$ cat src/rtl/traffic_pkg.sv
// Shared traffic-light constants: light commands, timer select codes and sequencer state encodings.
package traffic_pkg;

  localparam int unsigned LIGHT_W = 2;
  localparam int unsigned STATE_W = 3;

  typedef logic [LIGHT_W-1:0] light_cmd_t;

  localparam light_cmd_t LIGHT_RED    = 2'b00;
  localparam light_cmd_t LIGHT_YELLOW = 2'b01;
  localparam light_cmd_t LIGHT_GREEN  = 2'b10;

  localparam logic TIME_SEL_GREEN  = 1'b0;
  localparam logic TIME_SEL_YELLOW = 1'b1;

  typedef enum logic [STATE_W-1:0] {
    ST_INIT      = 3'd0,
    ST_NS_GREEN  = 3'd1,
    ST_NS_YELLOW = 3'd2,
    ST_EW_GREEN  = 3'd3,
    ST_EW_YELLOW = 3'd4,
    ST_ALL_RED   = 3'd5
  } state_e;

  // True for states whose entry loads the phase counter.
  function automatic logic is_timed_state(input state_e s);
    return (s == ST_NS_GREEN) || (s == ST_NS_YELLOW) ||
           (s == ST_EW_GREEN) || (s == ST_EW_YELLOW);
  endfunction

endpackage

$ cat src/rtl/sync_ff.sv
// N-flop level synchroniser for an asynchronous single-bit input.
module sync_ff #(
  parameter int unsigned STAGES = 2
) (
  input  logic clk,
  input  logic rst_n,
  input  logic i_d,
  output logic o_q
);

  logic [STAGES-1:0] r_sync;

  always_ff @(posedge clk or negedge rst_n) begin
    if (!rst_n) r_sync <= '0;
    else        r_sync <= {r_sync[STAGES-2:0], i_d};
  end

  assign o_q = r_sync[STAGES-1];

endmodule

$ cat src/rtl/light_sequencer.sv
// Traffic-light control FSM: sequences green/yellow phases via the timer load
// handshake and brings the junction to all-red on a synchronised emergency.
module light_sequencer
  import traffic_pkg::*;
#(
  parameter bit          START_EW    = 1'b0,
  parameter int unsigned SYNC_STAGES = 2
) (
  input  logic       clk,
  input  logic       reset,
  input  logic       timer_zero,
  input  logic       emergency,
  output logic       load_enable,
  output logic       time_sel,
  output logic [1:0] ns_light_cmd,
  output logic [1:0] ew_light_cmd,
  output logic       emergency_active,
  output logic [2:0] state
);

  localparam state_e ST_START = START_EW ? ST_EW_GREEN : ST_NS_GREEN;

  state_e     r_state;
  logic       r_load_enable;
  logic       r_time_sel;
  light_cmd_t r_ns_cmd;
  light_cmd_t r_ew_cmd;
  logic       r_emg_active;

  state_e     w_next_state;
  logic       w_load_enable;
  logic       w_time_sel;
  light_cmd_t w_ns_cmd;
  light_cmd_t w_ew_cmd;
  logic       w_emg_active;
  logic       w_emg_sync;
  logic       w_timer_done;

  sync_ff #(.STAGES(SYNC_STAGES)) u_emg_sync (
    .clk   (clk),
    .rst_n (reset),
    .i_d   (emergency),
    .o_q   (w_emg_sync)
  );

  // The counter still shows its old count during the load cycle.
  assign w_timer_done = timer_zero && !r_load_enable;

  always_ff @(posedge clk or negedge reset) begin
    if (!reset) begin
      r_state       <= ST_INIT;
      r_load_enable <= 1'b0;
      r_time_sel    <= TIME_SEL_GREEN;
      r_ns_cmd      <= LIGHT_RED;
      r_ew_cmd      <= LIGHT_RED;
      r_emg_active  <= 1'b0;
    end else begin
      r_state       <= w_next_state;
      r_load_enable <= w_load_enable;
      r_time_sel    <= w_time_sel;
      r_ns_cmd      <= w_ns_cmd;
      r_ew_cmd      <= w_ew_cmd;
      r_emg_active  <= w_emg_active;
    end
  end

  always_comb begin
    w_next_state  = r_state;
    w_time_sel    = TIME_SEL_GREEN;
    w_ns_cmd      = LIGHT_RED;
    w_ew_cmd      = LIGHT_RED;
    w_emg_active  = 1'b0;
    w_load_enable = 1'b0;

    // Greens are only reachable when no emergency is pending; yellows always run out.
    unique case (r_state)
      ST_INIT:      w_next_state = w_emg_sync ? ST_ALL_RED : ST_START;
      ST_NS_GREEN:  if (!r_load_enable && (timer_zero || w_emg_sync)) w_next_state = ST_NS_YELLOW;
      ST_NS_YELLOW: if (w_timer_done) w_next_state = w_emg_sync ? ST_ALL_RED : ST_EW_GREEN;
      ST_EW_GREEN:  if (!r_load_enable && (timer_zero || w_emg_sync)) w_next_state = ST_EW_YELLOW;
      ST_EW_YELLOW: if (w_timer_done) w_next_state = w_emg_sync ? ST_ALL_RED : ST_NS_GREEN;
      ST_ALL_RED:   if (!w_emg_sync) w_next_state = ST_INIT;
      default:      w_next_state = ST_INIT;
    endcase

    // Registered outputs are decoded from the state being entered.
    unique case (w_next_state)
      ST_NS_GREEN:  w_ns_cmd = LIGHT_GREEN;
      ST_NS_YELLOW: begin
        w_ns_cmd   = LIGHT_YELLOW;
        w_time_sel = TIME_SEL_YELLOW;
      end
      ST_EW_GREEN:  w_ew_cmd = LIGHT_GREEN;
      ST_EW_YELLOW: begin
        w_ew_cmd   = LIGHT_YELLOW;
        w_time_sel = TIME_SEL_YELLOW;
      end
      ST_ALL_RED:   w_emg_active = 1'b1;
      default:      w_emg_active = 1'b0;
    endcase

    w_load_enable = (w_next_state != r_state) && is_timed_state(w_next_state);
  end

  assign load_enable      = r_load_enable;
  assign time_sel         = r_time_sel;
  assign ns_light_cmd     = r_ns_cmd;
  assign ew_light_cmd     = r_ew_cmd;
  assign emergency_active = r_emg_active;
  assign state            = 3'(r_state);

endmodule
$ cat config.mk
export PLATFORM = sky130hd
export DESIGN_NAME = light_sequencer
export DESIGN_NICKNAME = d
export VERILOG_FILES = /design/src/rtl/traffic_pkg.sv /design/src/rtl/sync_ff.sv /design/src/rtl/light_sequencer.sv
export SDC_FILE = /design/constraint.sdc
export NUM_CORES = 1
export LEC_CHECK = 0
export ABC_CLOCK_PERIOD_IN_PS = 1200
export CORE_MARGIN = 2
export CORE_UTILIZATION = 42
export DETAILED_ROUTE_END_ITERATION = 8
export GPL_TIMING_DRIVEN = 0
export PLACE_DENSITY = 0.72
export SYNTH_ARGS = -nofsm -noshare
export SYNTH_HDL_FRONTEND = slang
export SYNTH_SLANG_ARGS = --single-unit
$ cat constraint.sdc
create_clock -name clk -period 1.2 [get_ports clk]
set_clock_uncertainty 0.15 [all_clocks]
set_input_delay 0.18 -clock clk [delete_from_list [all_inputs] [get_ports clk]]
set_output_delay 0.18 -clock clk [all_outputs]
set_load 0.02 [all_outputs]
# Word-level counts from Yosys, hierarchy flattened
# Cells that the tools add are included.
[totals]
output_inout_bits = 10
n_memories = 0
latchBits = 0
inputBits = 4
regBits = 12
word_cells = 40
ram_bits = 0
romBits = 0
[op_classes]
n_eq_ne = 11
reduce_logical = 10
multipliers = 0
add_sub_neg = 0
n_lt_le_gt_ge = 0
n_bitwise = 0
muxes = 12
shifts = 0
div = 0
[ops]
columns = ["op", "count"]
rows = [
  ["3-bit 2-to-1 mux", 7],
  ["3-bit case mux with 6 select lines", 1],
  ["3-bit by 2-bit equality test with 1-bit output (second input constant)", 4],
  ["3-bit equality test (second input constant)", 4],
  ["2-bit case mux with 2 select lines", 2],
  ["3-bit by 1-bit equality test with 1-bit output (second input constant)", 2],
  ["1-bit logical OR", 4],
  ["1-bit logical AND", 3],
  ["3-bit logical NOT", 1],
  ["3-bit != test", 1],
  ["1-bit 2-to-1 mux", 2],
  ["2-bit OR reduction", 1],
  ["1-bit logical NOT", 1],
]

# Logic depth before layout (Yosys ltp)
[logic_depth]
word_depth = 9
ltp_mapped = 4
mapped_depth_nobuf = 3

# Modules after synthesis
# From an unflattened synthesis, not the netlist that was laid out.
[unflattened]
hier_cells = 59
area_unflattened_um2 = 604.3
[modules_own_cells]
columns = ["module", "instances", "area_each_um2", "cells_per_inst", "seq_area_each_um2"]
rows = [
  ["light_sequencer", 1, 554.3, 57, 250.2],
  ["sync_ff", 1, 50.0, 2, 50.0],
]

# Least setup slack after synthesis
# OpenSTA, ideal clock, no wires.
[synth_timing]
path_type = "reg-to-reg"
start = "register r_load_enable (netlist: load_enable)"
end = "register r_state[1] (netlist: state[1])"
path_buffers = 0
setup_ns = 0.077
setup_slack_ns = -0.196
path_stages_with_launch = 4
t_arrival_ns = 1.169
synth_period_minus_slack_ns = 1.396
required_time_ns = 0.973
cell_sequence = "dfrtp_1 o21bai_4 or3b_1 a21oi_1"
[synth_via]
elab_chain_len = 4
elab_cells_between_ends = 8
classes_between = "mux (5); reduce/logical (3)"
[synth_lines]
columns = ["item", "line", "source"]
rows = [
  ["start: declaration", "light_sequencer.sv:24", "logic r_load_enable;"],
  ["start signal: assignment", "light_sequencer.sv:59", "r_load_enable <= w_load_enable;"],
  ["1-bit logical NOT (*)", "light_sequencer.sv:47, light_sequencer.sv:78, light_sequencer.sv:80", ""],
  ["1-bit logical AND (on tied branches)", "light_sequencer.sv:47, light_sequencer.sv:78, light_sequencer.sv:80", ""],
  ["3-bit 2-to-1 mux (on tied branches)", "n/a", ""],
  ["3-bit case mux with 6 select lines (*)", "light_sequencer.sv:76", "unique case (r_state)"],
  ["net w_next_state[1]", "light_sequencer.sv:30", "state_e w_next_state;"],
  ["end signal: assignment", "light_sequencer.sv:58", "r_state <= w_next_state;"],
  ["end: declaration", "light_sequencer.sv:23", "state_e r_state;"],
]
# Mark *: on every way through the listed nets, which the timed path passes. The rest lies on a longest branch.

# Worst setup path in the final report
[layout_timing]
start = "register r_load_enable (netlist: load_enable)"
end = "register r_load_enable (netlist: load_enable)"
[layout_via]
elab_chain_len = 9
elab_cells_between_ends = 17
classes_between = "eq/ne (5); mux (5); reduce/logical (7)"
[layout_lines]
columns = ["item", "line", "source"]
rows = [
  ["1-bit logical NOT (*)", "light_sequencer.sv:47, light_sequencer.sv:78, light_sequencer.sv:80", ""],
  ["1-bit logical AND (on tied branches)", "light_sequencer.sv:47, light_sequencer.sv:78, light_sequencer.sv:80", ""],
  ["3-bit 2-to-1 mux (on tied branches)", "n/a", ""],
  ["3-bit case mux with 6 select lines (*)", "light_sequencer.sv:76", ""],
  ["3-bit by 1-bit equality test with 1-bit output / 3-bit by 2-bit equality test with 1-bit output (equally long branches)", "traffic_pkg.sv:27", "return (s == ST_NS_GREEN) || (s == ST_NS_YELLOW) ||"],
  ["1-bit logical OR (2 in a row)", "traffic_pkg.sv:27", ""],
  ["1-bit logical OR", "traffic_pkg.sv:28", "(s == ST_EW_GREEN) || (s == ST_EW_YELLOW);"],
  ["1-bit logical AND (*)", "light_sequencer.sv:102", "w_load_enable = (w_next_state != r_state) && is_timed_state(w_next_state);"],
  ["net w_load_enable", "light_sequencer.sv:31", "logic w_load_enable;"],
]
# Marked as above.

==> flow_metrics.py <==
metrics = {
    "clock_network": {
        "cts_root_buf": "clkbuf_4",
        "insertion_delay_ns": 0.28,
        "htree_num_levels": 1,
        "cts_buffer_depth": 2,
        "clock-sinks": 12,
        "postCtsHoldBufs": 0,
        "clk_pin_slew_ns": 0.08,
        "numCtsBuffers": 3,
        "cts_tree": "done",
    },
    "timing": {
        "max_freq_ghz": 0.730,
        "post-route-min-period_ns": 1.37,
        "setup_viol_count_final": 12,
        "final.setup.worst_slack_ns": -0.169,
        "rsz0062_at_grt": "true",
        "hold_viol": 0,
        "maxSlewHeadroom_pct": 63.8,
        "post-route-period-util_pct": 114,
        "maxSlewViolCount": 0,
        "tightest_slew_ns": 0.541,
        "setup_tns_ns": -1.11,
    },
    "power_and_ir_drop": {
        "p_total_mw": 2.62,
        "peakVddDrop_uv": 1330,
        "p_int_mw": 1.56,
        "switching_share_pct": 40.7,
        "leakage_nw": 0.432,
        "sequentialPowerShare_pct": 26.8,
        "powerDensity_mw_per_mm2": 2760,
        "power_frac_comb_pct": 62.9,
        "netSwitchingPower_mw": 1.07,
        "clockPowerShare_pct": 10.3,
    },
    "grt": {
        "grt_pass1_vias": 600,
        "grt-ovfl-total": 0,
        "grt_pass1_wl_mm": 2.81,
        "antenna_found_initial": 0,
        "grt_max_degree": 13,
        "grt_usage_pct": 21.7,
    },
    "cells_and_area": {
        "layout-drive-gt1-share_pct": 54.5,
        "seq_area_um2": 305,
        "antenna_cells": 0,
        "layout.nets": 93,
        "multi_input_area_um2": 333,
        "utilization_pct": 72.0,
        "final.fill_count": 107,
        "area_growth_pct": 56.9,
    },
    "floorplan": {
        "coreArea_mm2": 0.00132,
        "fp-row-count": 13,
        "io_pins": 14,
        "die_h_um": 41.9,
        "dieArea_mm2": 0.00176,
        "dieWidth_um": 41.9,
        "start_util_pct": 45.9,
    },
    "critical_path": {
        "critical_path.reg2reg.startpoint": "load_enable",
        "rr_worst_depth": 5,
        "crit_fanout": 4,
        "crit_type": "reg2reg",
        "cp-end-kind": "flip-flop",
        "regToRegEndpoint": "load_enable",
        "cp-start-kind": "flip-flop",
        "cp.arrival_ns": 1.38,
        "crit_required_ns": 1.21,
        "reg2reg_setup_slack_ns": -0.17,
    },
    "yosys": {
        "synth_top_family_by_area": "compound AO/OA/AOI/OAI gates",
        "synth_area_um2": 604,
        "postSynthAreaPerCell_um2": 10.2,
        "yosys.area_share.simple_pct": 20.3,
        "muxShareOfSynthArea_pct": 1.86,
        "post-synth-top-area-fraction_pct": 49.7,
        "synthesis.nets": 63,
        "synth-edff-count": 0,
        "synthArstFlopShare_pct": 100,
        "synth_top_flop_cell": "dfrtp_1",
        "synthXorXnorAreaFrac_pct": 0,
        "yosys_warnings": 0,
        "synthAdderAreaFrac_pct": 0,
        "syn_inst": 59,
        "synth_compound_area_share_pct": 23.4,
        "ys_seq_elements": 12,
        "ys_top_cells_by_count": "dfrtp_1 (12), a21oi_1 (6), buf_2 (5)",
        "ys_top_cells_by_area": "dfrtp_1 (50%), a21oi_1 (5.0%), buf_2 (4.1%), nand2b_1 (4.1%), o31ai_1 (3.7%)",
        "synth.most_common_cell": "dfrtp_1",
        "yosysUniqueCellTypes": 26,
        "ys_seq_area_share_pct": 49.7,
        "yosys.area.top_type": "dfrtp_1",
    },
    "detailed_routing": {
        "drc": 0,
        "totalWireLength_mm": 1.62,
        "wl_per_cell_um": 15.8,
        "vias": 589,
        "ant_nets": 0,
        "drtPass1Iterations": 4,
        "drt_iter0_drc": 13,
        "via_per_inst": 5.72,
    },
    "run": {
        "cap_violations": 0,
    },
    "place": {
        "port_buffers": 13,
        "gp_congestion": 0.813,
        "hpwl_um": 886,
    },
    "status": {
        "violations": "setup timing",
        "status": "finished with violations",
    },
    "worst_hold_path": {
        "hold_path_class": "in2async",
    },
}
[power groups by stage]
| stage | Sequential [mW] | Clock, mW | Combinational, mW |
|---|---|---|---|
| global placement | 0.700 | 0 | 1.17 |
| finish | 0.702 | 0.271 | 1.65 |
| global route | 0.725 | 0.297 | 1.76 |
| CTS | 0.686 | 0.274 | 1.43 |
| floorplan | 0.859 | 0 | 0.598 |
| detailed placement | 0.702 | 0 | 1.19 |
[worst max-delay path, cell delays in order (launching register included)]
cell and delay (ns):
dfrtp_2 0.42, buf_4 0.14, buf_4 0.13, and4bb_1 0.27, a21oi_1 0.05, o31ai_1 0.09
[how the worst max path moves through the flow]
stage                startpoint              end  slack [ns]
global route        load_enable      load_enable       -0.21
finish              load_enable      load_enable       -0.17
floorplan           load_enable         state[1]       -0.16
global placement     timer_zero         state[1]       -0.43
CTS                    state[0]         state[2]       -0.12
detailed placement   timer_zero  ew_light_cmd[1]       -0.46
[layout by cell type (no fill, tap or decap), types with 3 or more instances in the layout]
cell type | synthesis | final
a21oi_1 | 6 | 3
a21oi_2 | 0 | 3
buf_2 | 5 | 6
buf_4 | 0 | 9
buf_6 | 0 | 12
clkbuf_4 | 0 | 3
dfrtp_1 | 12 | 8
dfrtp_2 | 0 | 4
nand2_1 | 3 | 3
nand2b_1 | 4 | 3
o21ai_1 | 2 | 3
[registers in the layout, indices dropped and copies added, names as in the netlist]
signal and count:
load_enable 1, ns_light_cmd 2, state 3, ew_light_cmd 2, u_emg_sync.r_sync 2, emergency_active 1
time_sel 1
[stage by stage]
stage	cell area (um2)	instances	hold slack (ns)	worst slack (ns)
after floorplan	627	59	-0.266	-0.157
after global placement	776	87	0.184	-0.430
after detailed placement	776	87	0.189	-0.464
after CTS	885	101	0.107	-0.125
after global routing	948	103	0.144	-0.207
final	948	103	0.0939	-0.169
[metal layers]
metal	global-route usage, %	vias to the layer above	share of wire (%)
li1	-	271	-
met4	11.6	0	1.9
met5	0	-	0
met3	3.91	4	4.9
met2	35.6	15	53
met1	26.6	299	40
[layout make-up]
cell class / count / share of cell area [%]
Multi-Input combinational cell: 41 / 35.1
Sequential cell: 12 / 32.2
Timing Repair Buffer: 25 / 21.6
Buffer: 5 / 5.94
Clock buffer: 4 / 2.77
Tap cell: 15 / 1.98
Inverter: 1 / 0.396
[repair_timing]
action / 4_1_cts / 5_1_grt
endpoints found under the setup margin: 20 / 14
resized for setup: 57 / 15
buffers inserted: 10 / 2
pin swaps: 3 / 3
hold endpoints to repair: 0 / 0
[logic make-up (layout without fill, tap and decap cells)]
| group | Yosys count | after routing |
|---|---|---|
| simple gates | 20 | 20 |
| flops | 12 | 12 |
| compound gates | 20 | 20 |
| mux | 1 | 1 |
| buf+inv | 6 | 35 |
Note: power is estimated with default switching activity, not from simulation.
